`config.mk`:
```
export PLATFORM = sky130hd
export DESIGN_NAME = fixed_to_float
export DESIGN_NICKNAME = d
export VERILOG_FILES = /design/src/rtl/fixed_to_float.sv
export SDC_FILE = /design/constraint.sdc
export NUM_CORES = 1
export LEC_CHECK = 0
export ABC_CLOCK_PERIOD_IN_PS = 2500
export BUFFER_PORTS_ARGS = -buffer_cell sky130_fd_sc_hd__buf_2
export CAP_MARGIN = 20
export CORE_ASPECT_RATIO = 1.75
export CORE_MARGIN = 2
export CORE_UTILIZATION = 30
export CTS_BUF_LIST = sky130_fd_sc_hd__clkbuf_8
export DETAILED_ROUTE_END_ITERATION = 6
export GPL_ROUTABILITY_DRIVEN = 0
export GPL_TIMING_DRIVEN = 0
export HOLD_SLACK_MARGIN = 0.03
export PLACE_DENSITY_LB_ADDON = 0.25
export SETUP_SLACK_MARGIN = 0.5
export SLEW_MARGIN = 20
export SYNTH_ARGS = -nofsm -noshare
export SYNTH_HDL_FRONTEND = slang
export SYNTH_SLANG_ARGS = --single-unit
```
`constraint.sdc`:
```
create_clock -name clk -period 2.5 [get_ports clk]
set_input_delay 0.5 -clock clk [delete_from_list [all_inputs] [get_ports clk]]
set_output_delay 0.5 -clock clk [all_outputs]
set_load 0.05 [all_outputs]
```
`src/rtl/fixed_to_float.sv`:
```
// Signed fixed-point (sin/cos CORDIC output) to IEEE-754 single converter.
// Normalises one bit per cycle, rounds to nearest-even, packs; start/done handshake.
module fixed_to_float #(
  parameter int FRACTIONAL_BITS = 22
) (
  input  logic        clk,
  input  logic        reset_n,
  input  logic        clk_en,
  input  logic        start,
  input  logic [31:0] dataa,
  output logic        done,
  output logic        busy,
  output logic [31:0] result
);
  localparam int W = FRACTIONAL_BITS + 2;

  typedef enum logic [2:0] {S_IDLE, S_ABS, S_NORM, S_ROUND, S_DONE} state_t;

  state_t         state_q, state_d;
  logic [W-1:0]   mag_q, mag_d;
  logic [7:0]     exp_q, exp_d;
  logic           sign_q, sign_d;
  logic [31:0]    result_q, result_d;

  // Left-align the normalised magnitude in 32 bits so one rounding path covers every W:
  // for W<=24 the guard/sticky bits are simply zero.
  logic [31:0]    m32;
  logic [22:0]    mant_raw, mant_r;
  logic [23:0]    mant_sum;
  logic [7:0]     exp_r;
  logic           g_bit, s_bit, rnd_up;
  logic           unused_bits;

  assign m32      = 32'(mag_q) << (32 - W);
  assign mant_raw = m32[30:8];
  assign g_bit    = m32[7];
  assign s_bit    = |m32[6:0];
  assign rnd_up   = g_bit & (s_bit | mant_raw[0]);
  assign mant_sum = {1'b0, mant_raw} + 24'(rnd_up);
  assign mant_r   = mant_sum[23] ? 23'd0 : mant_sum[22:0];
  assign exp_r    = mant_sum[23] ? exp_q + 8'd1 : exp_q;

  assign unused_bits = ^{dataa, m32[31]};

  always_comb begin
    state_d  = state_q;
    mag_d    = mag_q;
    exp_d    = exp_q;
    sign_d   = sign_q;
    result_d = result_q;
    case (state_q)
      S_IDLE: if (start) begin
        mag_d   = dataa[W-1:0];
        state_d = S_ABS;
      end
      S_ABS: begin
        sign_d = mag_q[W-1];
        mag_d  = mag_q[W-1] ? -mag_q : mag_q;
        if (mag_q == '0) begin
          result_d = 32'h0000_0000;
          state_d  = S_DONE;
        end else begin
          exp_d   = 8'd128;
          state_d = S_NORM;
        end
      end
      S_NORM: if (mag_q[W-1]) begin
        state_d = S_ROUND;
      end else begin
        mag_d = mag_q << 1;
        exp_d = exp_q - 8'd1;
      end
      S_ROUND: begin
        result_d = {sign_q, exp_r, mant_r};
        state_d  = S_DONE;
      end
      S_DONE:  state_d = S_IDLE;
      default: state_d = S_IDLE;
    endcase
  end

  always_ff @(posedge clk or negedge reset_n) begin
    if (!reset_n) begin
      state_q  <= S_IDLE;
      mag_q    <= '0;
      exp_q    <= '0;
      sign_q   <= 1'b0;
      result_q <= '0;
    end else if (clk_en) begin
      state_q  <= state_d;
      mag_q    <= mag_d;
      exp_q    <= exp_d;
      sign_q   <= sign_d;
      result_q <= result_d;
    end
  end

  assign done   = (state_q == S_DONE);
  assign busy   = (state_q != S_IDLE);
  assign result = result_q;
endmodule

```
==> results.toml, run 1 <==
[outcome]
status = "completed"

[setup_path]
startpoint_type = "flip-flop"
end_kind = "flip-flop"
crit_fanout = 9
setup.worst_path.class = "flip-flop to flip-flop"
required_ps = 2740
crit_chain = "clkbuf_2 -> or3_4 -> nor4_4 -> a311o_2 -> nand3_4 -> buf_6 -> buf_8 -> a22o_1"
critical_path_buf_inv_count = 3
crit_family = "simple AND/OR/NAND/NOR gates"
rr_worst_depth = 8
crit_cells = 8
slowest_delay_ps = 450
slowest_stage = "or3_4"
crit_arrival_ps = 2560

[clocking]
ctsHtreeMaxLevel = 3
clockBufferDepth = 2
cts_sinks = 68
cts_root_buf = "clkbuf_8"
clkTransAtPathRegs_ps = 70
cts_tree = "built"
clk_latency_ps = 360
cts_made_buffers = 9

[hold_path]
hold_path_class = "input pin to asynchronous set/reset pin"

[placement]
dpl.cell_count = 613
portBuffers = 60
place_area_mm2 = 0.00427
dp_hpwl_um = 8830

[floorplan]
dieArea_mm2 = 0.0134
placementRows = 53
die_w_um = 88.2
initial_utilization_pct = 30.9
dieHeight_um = 151
pin_count = 70
core_area_mm2 = 0.0121

[synth]
postSynthCellCount = 387
syn_area_mm2 = 0.00373
avgSynthCellArea_um2 = 9.63
yosys.cell_types.count = 65
ys_warn_count = 0
synth_edf_count = 0
yosysTopAreaCell = "dfrtp_1"
ys_seq_elements = 68
ys.flop_type = "dfrtp_1"
yosysSeqAreaShare_pct = 45.7
synth_nets = 425
synth_top_area_share_pct = 45.7
ys_async_sr_fraction_pct = 100
yosys-top-cells-area = "dfrtp_1 (46%), a22o_1 (8.2%), nor2_1 (3.2%)"

[layout]
final_cell_mix = "dfrtp_1 (64), buf_2 (59), a22o_1 (35)"
n_antenna_cell = 0
drive_gt1_share_pct = 35.5
fillers = 1248
postLayoutCellArea_mm2 = 0.00514
final_util_pct = 42.6
nets = 532
area_growth_pct = 38.1
fin_cells = 664
final_common_cell = "dfrtp_1"

[sta]
slew_viol_final = 0
tns_ps = 0
grt_setup_unrepaired = "yes"
hold_violations = 0
fmax_mhz = 432
worst_pin_slew_ps = 597
finalCriticalPeriod_ps = 2310
finalCritPeriodShare_pct = 92.6
setup_viol = 0
relSlewSlack_pct = 60.2
finClkSkew_ps = 8.76

[flow_run]
cap_violations = 0

[pwr]
peakVddDrop_mv = 0.430
power_density_mw_per_mm2 = 1440
total_power_w = 0.00742
leakagePower_nw = 2.28

[route]
wirelength_um = 12900
ant_nets = 0
first_iter_violations = 276
viasPerCell = 5.57
vias = 3696
route.detailed.drc = 0
drt_first_pass_iters = 5
wl_per_cell_um = 19.4

[grt]
grt_max_degree = 41
antenna_found_initial = 0
overflow = 0
grt_usage_pct = 19.8
grt_pass1_vias = 3725
grt_pass1_wl_um = 19700
-- where the power goes --
part	internal, W	leakage [nW]	switching (W)
clock	0.000580	0.117	0.000433
combinational	0.00166	1.29	0.00264
sequential	0.00158	0.870	0.000525
total	0.00383	2.28	0.00360
-- stage by stage --
stage	setup slack, ps	hold slack [ps]
global route	111	76.8
finish	186	51.5
floorplan	317	204
global placement	-5.85	478
CTS	118	60.7
detailed placement	-51.7	453
-- flip-flops by register name, indices dropped and copies added (netlist names) --
signal and flops:
mag_q 24, state_q 3, sign_q 1, exp_q 8, result 32
-- worst reg2reg max path: cells and delay by family, from the launching register on --
kind	cells	cell delay [ps]
AOI/OAI and AO/OA	2	460
buffers and inverters	3	470
DFF	1	360
and+or+nand+nor	3	910
-- area by class of cell --
cell class	instances	area (µm²)	area share [%]
plain buffers	31	241	4.69
clock inverters	6	78.8	1.53
well taps	165	206	4.01
flip-flops and latches	68	1710	33.2
inverters	14	52.6	1.02
clock buffers	10	138	2.68
multi-input cells	274	2030	39.4
repair buffers	96	693	13.5
-- synthesized netlist by cell type, types with 2 or more instances --
cell,number
a211oi_1,6
a21o_1,2
a21oi_1,20
a221oi_1,6
a222oi_1,4
a22o_1,35
a311oi_1,3
a31oi_1,6
a41oi_1,2
and3_1,5
buf_2,3
buf_6,3
clkbuf_1,24
dfrtp_1,68
ha_1,2
inv_1,14
mux2i_1,4
nand2_1,16
nand2b_1,7
nand3_1,4
nand3b_1,3
nand4_1,5
nor2_1,32
nor2b_1,2
nor3_1,17
nor3_2,2
nor3b_1,2
nor4_1,8
nor4b_1,3
o211ai_1,2
o21ai_0,19
o21ai_1,11
o22ai_1,4
o2bb2ai_1,2
o31ai_1,4
or3_1,5
or4_1,4
-- layer usage --
metal	global-route usage, %	wire length, µm	vias up
met5	0	0	-
met4	11.1	535	0
met3	2.51	576	34
met2	34.7	6830	135
met1	22.7	4950	1820
li1	-	-	1707
-- final timing paths --
check	start	to	slack (ps)
max	mag_q[5]	result[7]	190
min	reset_n	result[17]	50
max reg2reg	mag_q[5]	result[7]	190
min reg2reg	result[27]	result[27]	500
max in group asynchronous	reset_n	mag_q[0]	1890
min in group clk	dataa[16]	mag_q[16]	370
-- cells by family after synthesis --
kind of cell / Yosys count / share of synthesized area, %
fa+ha+maj: 2 / 0.671
simple gates: 125 / 19.6
mux: 5 / 1.38
flops: 68 / 45.7
buf+inv: 45 / 5.24
compound gates: 140 / 26.9
xor+xnor: 2 / 0.470
-- what timing repair did --
| action | 4_1_cts | 5_1_grt |
|---|---|---|
| hold buffers | 0 | 0 |
| setup endpoints to repair | 68 | 67 |
| resized for setup | 55 | 45 |
| gates cloned | 2 | 0 |
| setup buffers | 21 | 12 |
| pin swaps | 16 | 16 |
| hold endpoints to repair | 0 | 0 |
No activity file was read; power rests on OpenSTA's default activity.
==> run 2: changes to the inputs <==
- PLACE_DENSITY_LB_ADDON: 0.25 -> 0.15
==> run 2 against run 1 <==
  * Setup slack better by 46 ps
  * Final area about the same
  * Wire length up 0.51%
  * Die area unchanged
  * Clock-buffer cell count up 1
==> results.toml, run 2 (synthesized netlist as in run 1, its figures left out) <==
[outcome]
status = "completed"

[flow_run]
cap_violations = 0

[clocking]
cts_made_buffers = 9
cts_root_buf = "clkbuf_8"
cts_sinks = 68
ctsHtreeMaxLevel = 3
clk_latency_ps = 360
cts_tree = "built"
clockBufferDepth = 2
clkTransAtPathRegs_ps = 80

[pwr]
p_int_w = 0.00392
peakVddDrop_mv = 0.550
sequentialPowerShare_pct = 27.8
leakagePower_nw = 2.28
power.share.switching_pct = 47.7
combPwrFrac_pct = 56.5
switching_power_w = 0.00358
power_density_mw_per_mm2 = 1460
p_clk_share_pct = 15.7

[route]
ant_nets = 0
viasPerCell = 5.56
route.detailed.drc = 0
vias = 3694
drt_first_pass_iters = 4
wirelength_um = 13000
wl_per_cell_um = 19.5
first_iter_violations = 253

[sta]
fmax_mhz = 441
hold_violations = 0
finClkSkew_ps = 12.1
finalCriticalPeriod_ps = 2270
finalCritPeriodShare_pct = 90.7
grt_setup_unrepaired = "yes"
setup_viol = 0
slew_viol_final = 0
tns_ps = 0
worst_pin_slew_ps = 796
relSlewSlack_pct = 46.7

[grt]
grt_pass1_vias = 3514
grt_usage_pct = 19.6
grt_pass1_wl_um = 19600
overflow = 0
antenna_found_initial = 0
grt_max_degree = 49

[hold_path]
hold_path_class = "input pin to asynchronous set/reset pin"

[floorplan]
dieArea_mm2 = 0.0134
core_area_mm2 = 0.0121
placementRows = 53
initial_utilization_pct = 30.9
die_w_um = 88.2
pin_count = 70
dieHeight_um = 151

[placement]
dp_hpwl_um = 8770
place_area_mm2 = 0.00427
portBuffers = 60
dpl.cell_count = 613

[setup_path]
setup.worst_path.class = "flip-flop to flip-flop"
rr_worst_depth = 9
rr_startpoint = "mag_q[0]"
startpoint_type = "flip-flop"
crit_fanout = 7
critPathLaunch = "mag_q[0]"
reg2reg_slack_ps = 230
end_kind = "flip-flop"
required_ps = 2750
crit_arrival_ps = 2520
timing.rr.end = "result[4]"
crit_end = "result[4]"

[layout]
nets = 532
n_antenna_cell = 0
final_util_pct = 42.6
postLayoutCellArea_mm2 = 0.00515
fin_cells = 664
area_growth_pct = 38.1
final_cell_mix = "dfrtp_1 (65), buf_2 (60), a22o_1 (35)"
drive_gt1_share_pct = 34.1
final_common_cell = "dfrtp_1"
largest_reg_flops = 32
[run 2: worst min path at each step]
stage / start / to / slack, ps / depth (start not counted)
2_1_floorplan: reset_n / exp_q[0] / 200 / 0
4_1_cts: reset_n / mag_q[21] / 40 / 1
3_5_place_dp: reset_n / state_q[0] / 420 / 1
5_1_grt: reset_n / mag_q[18] / 50 / 1
6_report: reset_n / mag_q[14] / 30 / 1
3_3_place_gp: result[28] / result[28] / 480 / 1
[run 2: power groups by stage]
stage               clock network (W)  registers [W]  logic [W]
floorplan                           0        0.00268    0.00184
global placement                    0        0.00206    0.00339
detailed placement                  0        0.00207    0.00342
CTS                           0.00118        0.00204    0.00394
global route                  0.00123        0.00215    0.00453
finish                        0.00118        0.00208    0.00424
[run 2: worst max-delay path: stages (launching register included)]
cell     delay [ps]
dfrtp_2         420
inv_2            70
ha_4            130
or4b_4          500
nor4_4          200
a311o_2         260
nand3_4          90
buf_12          170
buf_8           130
a22o_1          180
[run 2: layout make-up]
cell class              instances  area [µm²]
repair buffers                 96         722
well taps                     165         206
clock buffers                  11         151
plain buffers                  31         223
clock inverters                 5        98.8
multi-input cells             274        1990
inverters                      14        52.6
flip-flops and latches         68        1710
fillers                      1216        6920
[run 2: metrics by stage]
stage          worst slack [ps]  hold slack [ps]  power (W)
3_3_place_gp              -42.4              477    0.00545
4_1_cts                     168             36.9    0.00716
5_1_grt                     142             49.6    0.00791
2_1_floorplan               317              204    0.00451
3_5_place_dp              -62.1              425    0.00549
6_report                    232             30.8    0.00750
[run 2: repair_timing]
item	in CTS	in global routing
setup buffers	21	11
endpoints found under the hold margin	0	0
gates resized for setup	44	45
hold buffers	0	0
gates cloned	3	0
setup endpoints to repair	68	68
pin swaps	12	17
[run 2: metal layers]
layer | part of all wire, % | vias up | global-route usage (%) | routed length [µm]
met1 | 39 | 1835 | 23.3 | 5080
met3 | 4.2 | 22 | 3.11 | 540
met4 | 2.6 | 0 | 8.33 | 343
met2 | 54 | 127 | 34.4 | 6990
met5 | 0 | - | 0 | 0
li1 | - | 1710 | - | -
